## config.mk

```make
export PLATFORM = sky130hd
export DESIGN_NAME = logicunit_packer
export DESIGN_NICKNAME = d
export VERILOG_FILES = /design/src/rtl/logicunit_packer.sv
export SDC_FILE = /design/constraint.sdc
export NUM_CORES = 1
export LEC_CHECK = 0
export BUFFER_PORTS_ARGS = -buffer_cell sky130_fd_sc_hd__buf_4
export CORE_ASPECT_RATIO = 0.6
export CORE_MARGIN = 5
export CORE_UTILIZATION = 45
export CTS_BUF_LIST = sky130_fd_sc_hd__clkbuf_8 sky130_fd_sc_hd__clkbuf_16
export DETAILED_ROUTE_END_ITERATION = 7
export PLACE_DENSITY = 0.68
export SYNTH_ARGS = -nofsm -noshare
export SYNTH_HDL_FRONTEND = slang
export SYNTH_SLANG_ARGS = --single-unit
```

## constraint.sdc

```tcl
create_clock -name clk -period 7 [get_ports clk]
set_input_delay 1.4 -clock clk [delete_from_list [all_inputs] [get_ports clk]]
set_output_delay 1.4 -clock clk [all_outputs]
set_load 0.05 [all_outputs]
```

## src/rtl/logicunit_packer.sv

```systemverilog
// Packs a serial stream of logicunit result bits into WIDTH-bit words, each word
// tagged with the single control value that produced all of its bits.
module logicunit_packer #(
  parameter int unsigned WIDTH = 8
) (
  input  logic             clk,
  input  logic             reset,
  input  logic             in_valid,
  input  logic             in_bit,
  input  logic [1:0]       in_control,
  output logic             in_ready,
  input  logic             flush,
  output logic             out_valid,
  input  logic             out_ready,
  output logic [WIDTH-1:0] out_data,
  output logic [4:0]       out_count,
  output logic [1:0]       out_control
);

  localparam logic [4:0] FULL = 5'(WIDTH);

  typedef enum logic [1:0] {
    EMPTY,
    FILL,
    CLOSE
  } state_t;

  state_t           state, state_n;
  logic [WIDTH-1:0] acc, acc_n, acc_masked;
  logic [4:0]       cnt, cnt_n;
  logic [1:0]       acc_ctrl, ctrl_n;
  logic             flush_pend, fp_n;
  logic             slot_free, mismatch, accept, load;

  assign slot_free = !out_valid || out_ready;
  assign mismatch  = (in_control != acc_ctrl);

  always_comb begin
    acc_masked = '0;
    for (int unsigned i = 0; i < WIDTH; i++) begin
      if (5'(i) < cnt) acc_masked[i] = acc[i];
    end
  end

  always_comb begin
    state_n  = state;
    acc_n    = acc;
    cnt_n    = cnt;
    ctrl_n   = acc_ctrl;
    fp_n     = flush_pend;
    in_ready = 1'b1;
    accept   = 1'b0;
    load     = 1'b0;

    case (state)
      FILL:    in_ready = !(mismatch && !slot_free);
      CLOSE:   in_ready = 1'b0;
      default: in_ready = 1'b1;
    endcase

    accept = in_valid && in_ready;

    case (state)
      EMPTY: begin
        if (accept) begin
          acc_n    = '0;
          acc_n[0] = in_bit;
          cnt_n    = 5'd1;
          ctrl_n   = in_control;
          fp_n     = flush;
        end
      end
      FILL: begin
        // A control change hands the partial word off and restarts in one cycle.
        if (accept && mismatch) begin
          load     = 1'b1;
          acc_n    = '0;
          acc_n[0] = in_bit;
          cnt_n    = 5'd1;
          ctrl_n   = in_control;
          fp_n     = flush;
        end else begin
          if (accept) begin
            for (int unsigned i = 0; i < WIDTH; i++) begin
              if (5'(i) == cnt) acc_n[i] = in_bit;
            end
            cnt_n = cnt + 5'd1;
          end
          if (flush) fp_n = 1'b1;
        end
      end
      CLOSE: begin
        if (slot_free) begin
          load  = 1'b1;
          cnt_n = '0;
          fp_n  = 1'b0;
        end
      end
      default: begin
        cnt_n = '0;
        fp_n  = 1'b0;
      end
    endcase

    if (cnt_n == '0)                  state_n = EMPTY;
    else if (cnt_n == FULL || fp_n)   state_n = CLOSE;
    else                              state_n = FILL;
  end

  always_ff @(posedge clk or negedge reset) begin
    if (!reset) begin
      state       <= EMPTY;
      acc         <= '0;
      cnt         <= '0;
      acc_ctrl    <= '0;
      flush_pend  <= 1'b0;
      out_valid   <= 1'b0;
      out_data    <= '0;
      out_count   <= '0;
      out_control <= '0;
    end else begin
      state      <= state_n;
      acc        <= acc_n;
      cnt        <= cnt_n;
      acc_ctrl   <= ctrl_n;
      flush_pend <= fp_n;
      if (load) begin
        out_valid   <= 1'b1;
        out_data    <= acc_masked;
        out_count   <= cnt;
        out_control <= acc_ctrl;
      end else if (out_ready) begin
        out_valid <= 1'b0;
      end
    end
  end

endmodule

```

==> results.cfg <==
[logic_synthesis]
syn-num-nets = 215
ys_types = 40
yosysSeqAreaShare_pct = 46.0
synth_seq_cells = 34
avgSynthCellArea_sq_um = 9.29
syn_inst = 199
synth_area_sq_um = 1850
yosysWarnings = 0

[setup_path]
crit_fanout = 6
cp.arrival_ps = 2420
required_ps = 5600
critical_path_class = input pin to output port
start_kind = input pin
ff2ff_path_depth = 11
end_kind = output port

[cells_and_area]
nets = 236
insertedDiodeCount = 0
post_route_cells_drive_above_1_share_pct = 21.3
n_fill_cell = 374
syn_to_final_growth_pct = 17.4

[clocking]
cts_tree = yes
htree_levels = 2
post_cts_resized = 0
numClockSinks = 34
cts_setup_buffers = 0
clock-root-buffer = clkbuf_8
clk_path_buf_depth = 2
clock_latency_ps = 300
clkTransAtPathRegs_ps = 80
cts_buffers = 5
ctsHoldBuffers = 0

[power]
peakVddDrop_uv = 202
comb_power_share_pct = 46.4
p_int_uw = 493
leakagePower_nw = 1.02
p_sw_uw = 384
seqPwrFrac_pct = 32.4
p_sw_share_pct = 43.8
cellPowerDensity_nw_per_um2 = 404
clkPwrFrac_pct = 21.2

[floorplanning]
die_h_um = 59.6
core_sq_um = 4030
rows = 18
io_pins = 25
dieArea_sq_um = 5530
die_w_um = 92.7
start_util_pct = 45.8

[run]
cap_violations = 0

[timing]
worst_pin_slew_ps = 575
final_hold_viol_count = 0
slew_violations = 0
timing.final.crit_share_pct = 54.5
rsz0062_at_grt = false
max_slew_margin_pct = 61.5
fmax_mhz = 262
setup_tns_ps = 0
finalWorstSetupSlack_ps = 3180
period_needed_ps = 3820
finalSetupViolations = 0
fin_skew_ps = 6.16

[grt]
grt_pass1_vias = 1480
grt_antenna_before_repair = 0
grt_max_degree = 35
grt_pass1_wl_um = 7460
grt_use_total_pct = 17.7
grt.overflow.total = 0

[placed_design]
gp_congestion = 0.892
dp_hpwl_um = 3110
port_buffers = 24
dp_slack_ps = 3190

[hold_path]
holdCritPathClass = register to register
whs_path_depth = 2

[detailed_routing]
drt_iter0_markers = 151
drc_errors = 0
viasPerCell = 5.65
drtAntennaViolNets = 0
wl_um = 4430
wl_per_cell_um = 16.4
dr.pass1.iters = 4
vias = 1531

[status]
status = completed
synth_stat cells:
master / number / share of area (%)
xnor2_1: 2 / 0.95
dfrtp_1: 34 / 46
buf_1: 1 / 0.20
o21ai_1: 1 / 0.27
o211ai_1: 1 / 0.41
nor2_2: 1 / 0.34
mux2i_1: 1 / 0.54
or3_1: 1 / 0.34
nor2b_1: 4 / 1.4
a221o_1: 1 / 0.54
and3_1: 3 / 1.0
a211oi_4: 1 / 1.1
a211oi_1: 1 / 0.41
a31oi_2: 1 / 0.68
a21boi_0: 1 / 0.41
or4_1: 1 / 0.41
a31oi_1: 2 / 0.68
o31ai_1: 4 / 1.6
o22ai_1: 1 / 0.34
a32o_1: 1 / 0.54
a22oi_1: 1 / 0.41
and2_1: 1 / 0.34
or2_2: 1 / 0.34
inv_1: 9 / 1.8
clkbuf_1: 9 / 1.8
nand4b_1: 1 / 0.47
a31o_2: 1 / 0.47
o21a_1: 1 / 0.41
nor2_1: 4 / 0.81
a2111oi_4: 1 / 1.5
nand2b_1: 2 / 0.68
a21oi_1: 14 / 3.8
mux2_1: 2 / 1.2
ha_1: 8 / 5.4
nand3_1: 7 / 1.9
buf_2: 1 / 0.27
mux2_2: 8 / 4.9
nor3_1: 3 / 0.81
o21ai_0: 28 / 7.6
nand2_1: 34 / 6.9
registers in the layout, summed over array words and instances (netlist names):
register and cells:
acc 8, acc_ctrl 2, cnt 5, flush_pend 1
out_control 2, out_count 5, out_data 8, out_valid 1
state 2
cell usage in the layout, fill, tap and decap left out, drive strengths merged, types with 3 or more instances in the layout:
master | netlist | layout
dfrtp | 34 | 34
clkbuf | 9 | 5
o31ai | 4 | 4
a21oi | 14 | 14
a31oi | 3 | 3
and3 | 3 | 3
nor2b | 4 | 4
buf | 2 | 25
mux2 | 10 | 10
inv | 9 | 9
nand3 | 7 | 7
nor3 | 3 | 3
nor2 | 5 | 5
ha | 8 | 8
nand2 | 34 | 34
o21ai | 29 | 29
critical path, stage by stage:
cell	delay [ps]
buf_4	110
nand2b_1	270
a211oi_4	360
a21oi_1	70
buf_4	200
per-stage QoR:
step                instances  hold slack (ps)  power (mW)  utilization (%)  instance area (sq um)
finish                    271              484       0.876             53.8                   2170
floorplan                 199              456       0.582                -                   1850
CTS                       271              492       0.877             53.8                   2170
global placement          263              467       0.686             51.0                   2060
detailed placement        263              474       0.690             51.0                   2060
global route              271              518       0.933             53.8                   2170
logic make-up (layout without fill, tap and decap cells):
group,count (synthesis),after routing,share of synthesized area (%)
mux,11,11,6.64
simple gates,63,63,15.7
xor+xnor,2,2,0.948
fa+ha+maj,8,8,5.42
flops,34,34,46.0
buf+inv,20,42,4.13
compound gates,61,61,21.1
final cells by class:
type / instances / area, sq um / share of cell area, %
clock buffer: 5 / 68.8 / 3.17
sequential: 34 / 851 / 39.2
tap: 50 / 62.6 / 2.88
clock inverter: 3 / 45.0 / 2.08
multi-input combinational: 145 / 921 / 42.4
timing repair buffer: 25 / 188 / 8.65
inverter: 9 / 33.8 / 1.56
metal layers:
metal  wire (um)  vias up  track usage (%)
met5           0        -                0
met4          53        0             6.26
met3         486        7             6.60
met2        1630       80             23.1
met1        2270      704             26.5
li1            -      740                -
power groups by stage:
stage	Sequential, mW	Combinational (mW)	Clock [mW]
5_1_grt	0.292	0.446	0.196
3_3_place_gp	0.287	0.399	0
4_1_cts	0.283	0.405	0.189
2_1_floorplan	0.328	0.255	0
6_report	0.284	0.407	0.186
3_5_place_dp	0.287	0.403	0
path summary, 6_finish.rpt:
check	startpoint	to	slack, ps
setup / recovery	out_ready	in_ready	3180
hold / removal	out_data[1]$_DFFE_PN0P_	out_data[1]$_DFFE_PN0P_	480
setup reg to reg	state[1]$_DFF_PN0_	state[1]$_DFF_PN0_	4120
hold reg to reg	out_data[1]$_DFFE_PN0P_	out_data[1]$_DFFE_PN0P_	480
max in group asynchronous	reset	acc_ctrl[0]$_DFFE_PN0P_	5630
min in group asynchronous	reset	out_control[0]$_DFFE_PN0P_	1040
Note: power is estimated with default switching activity, not from simulation.
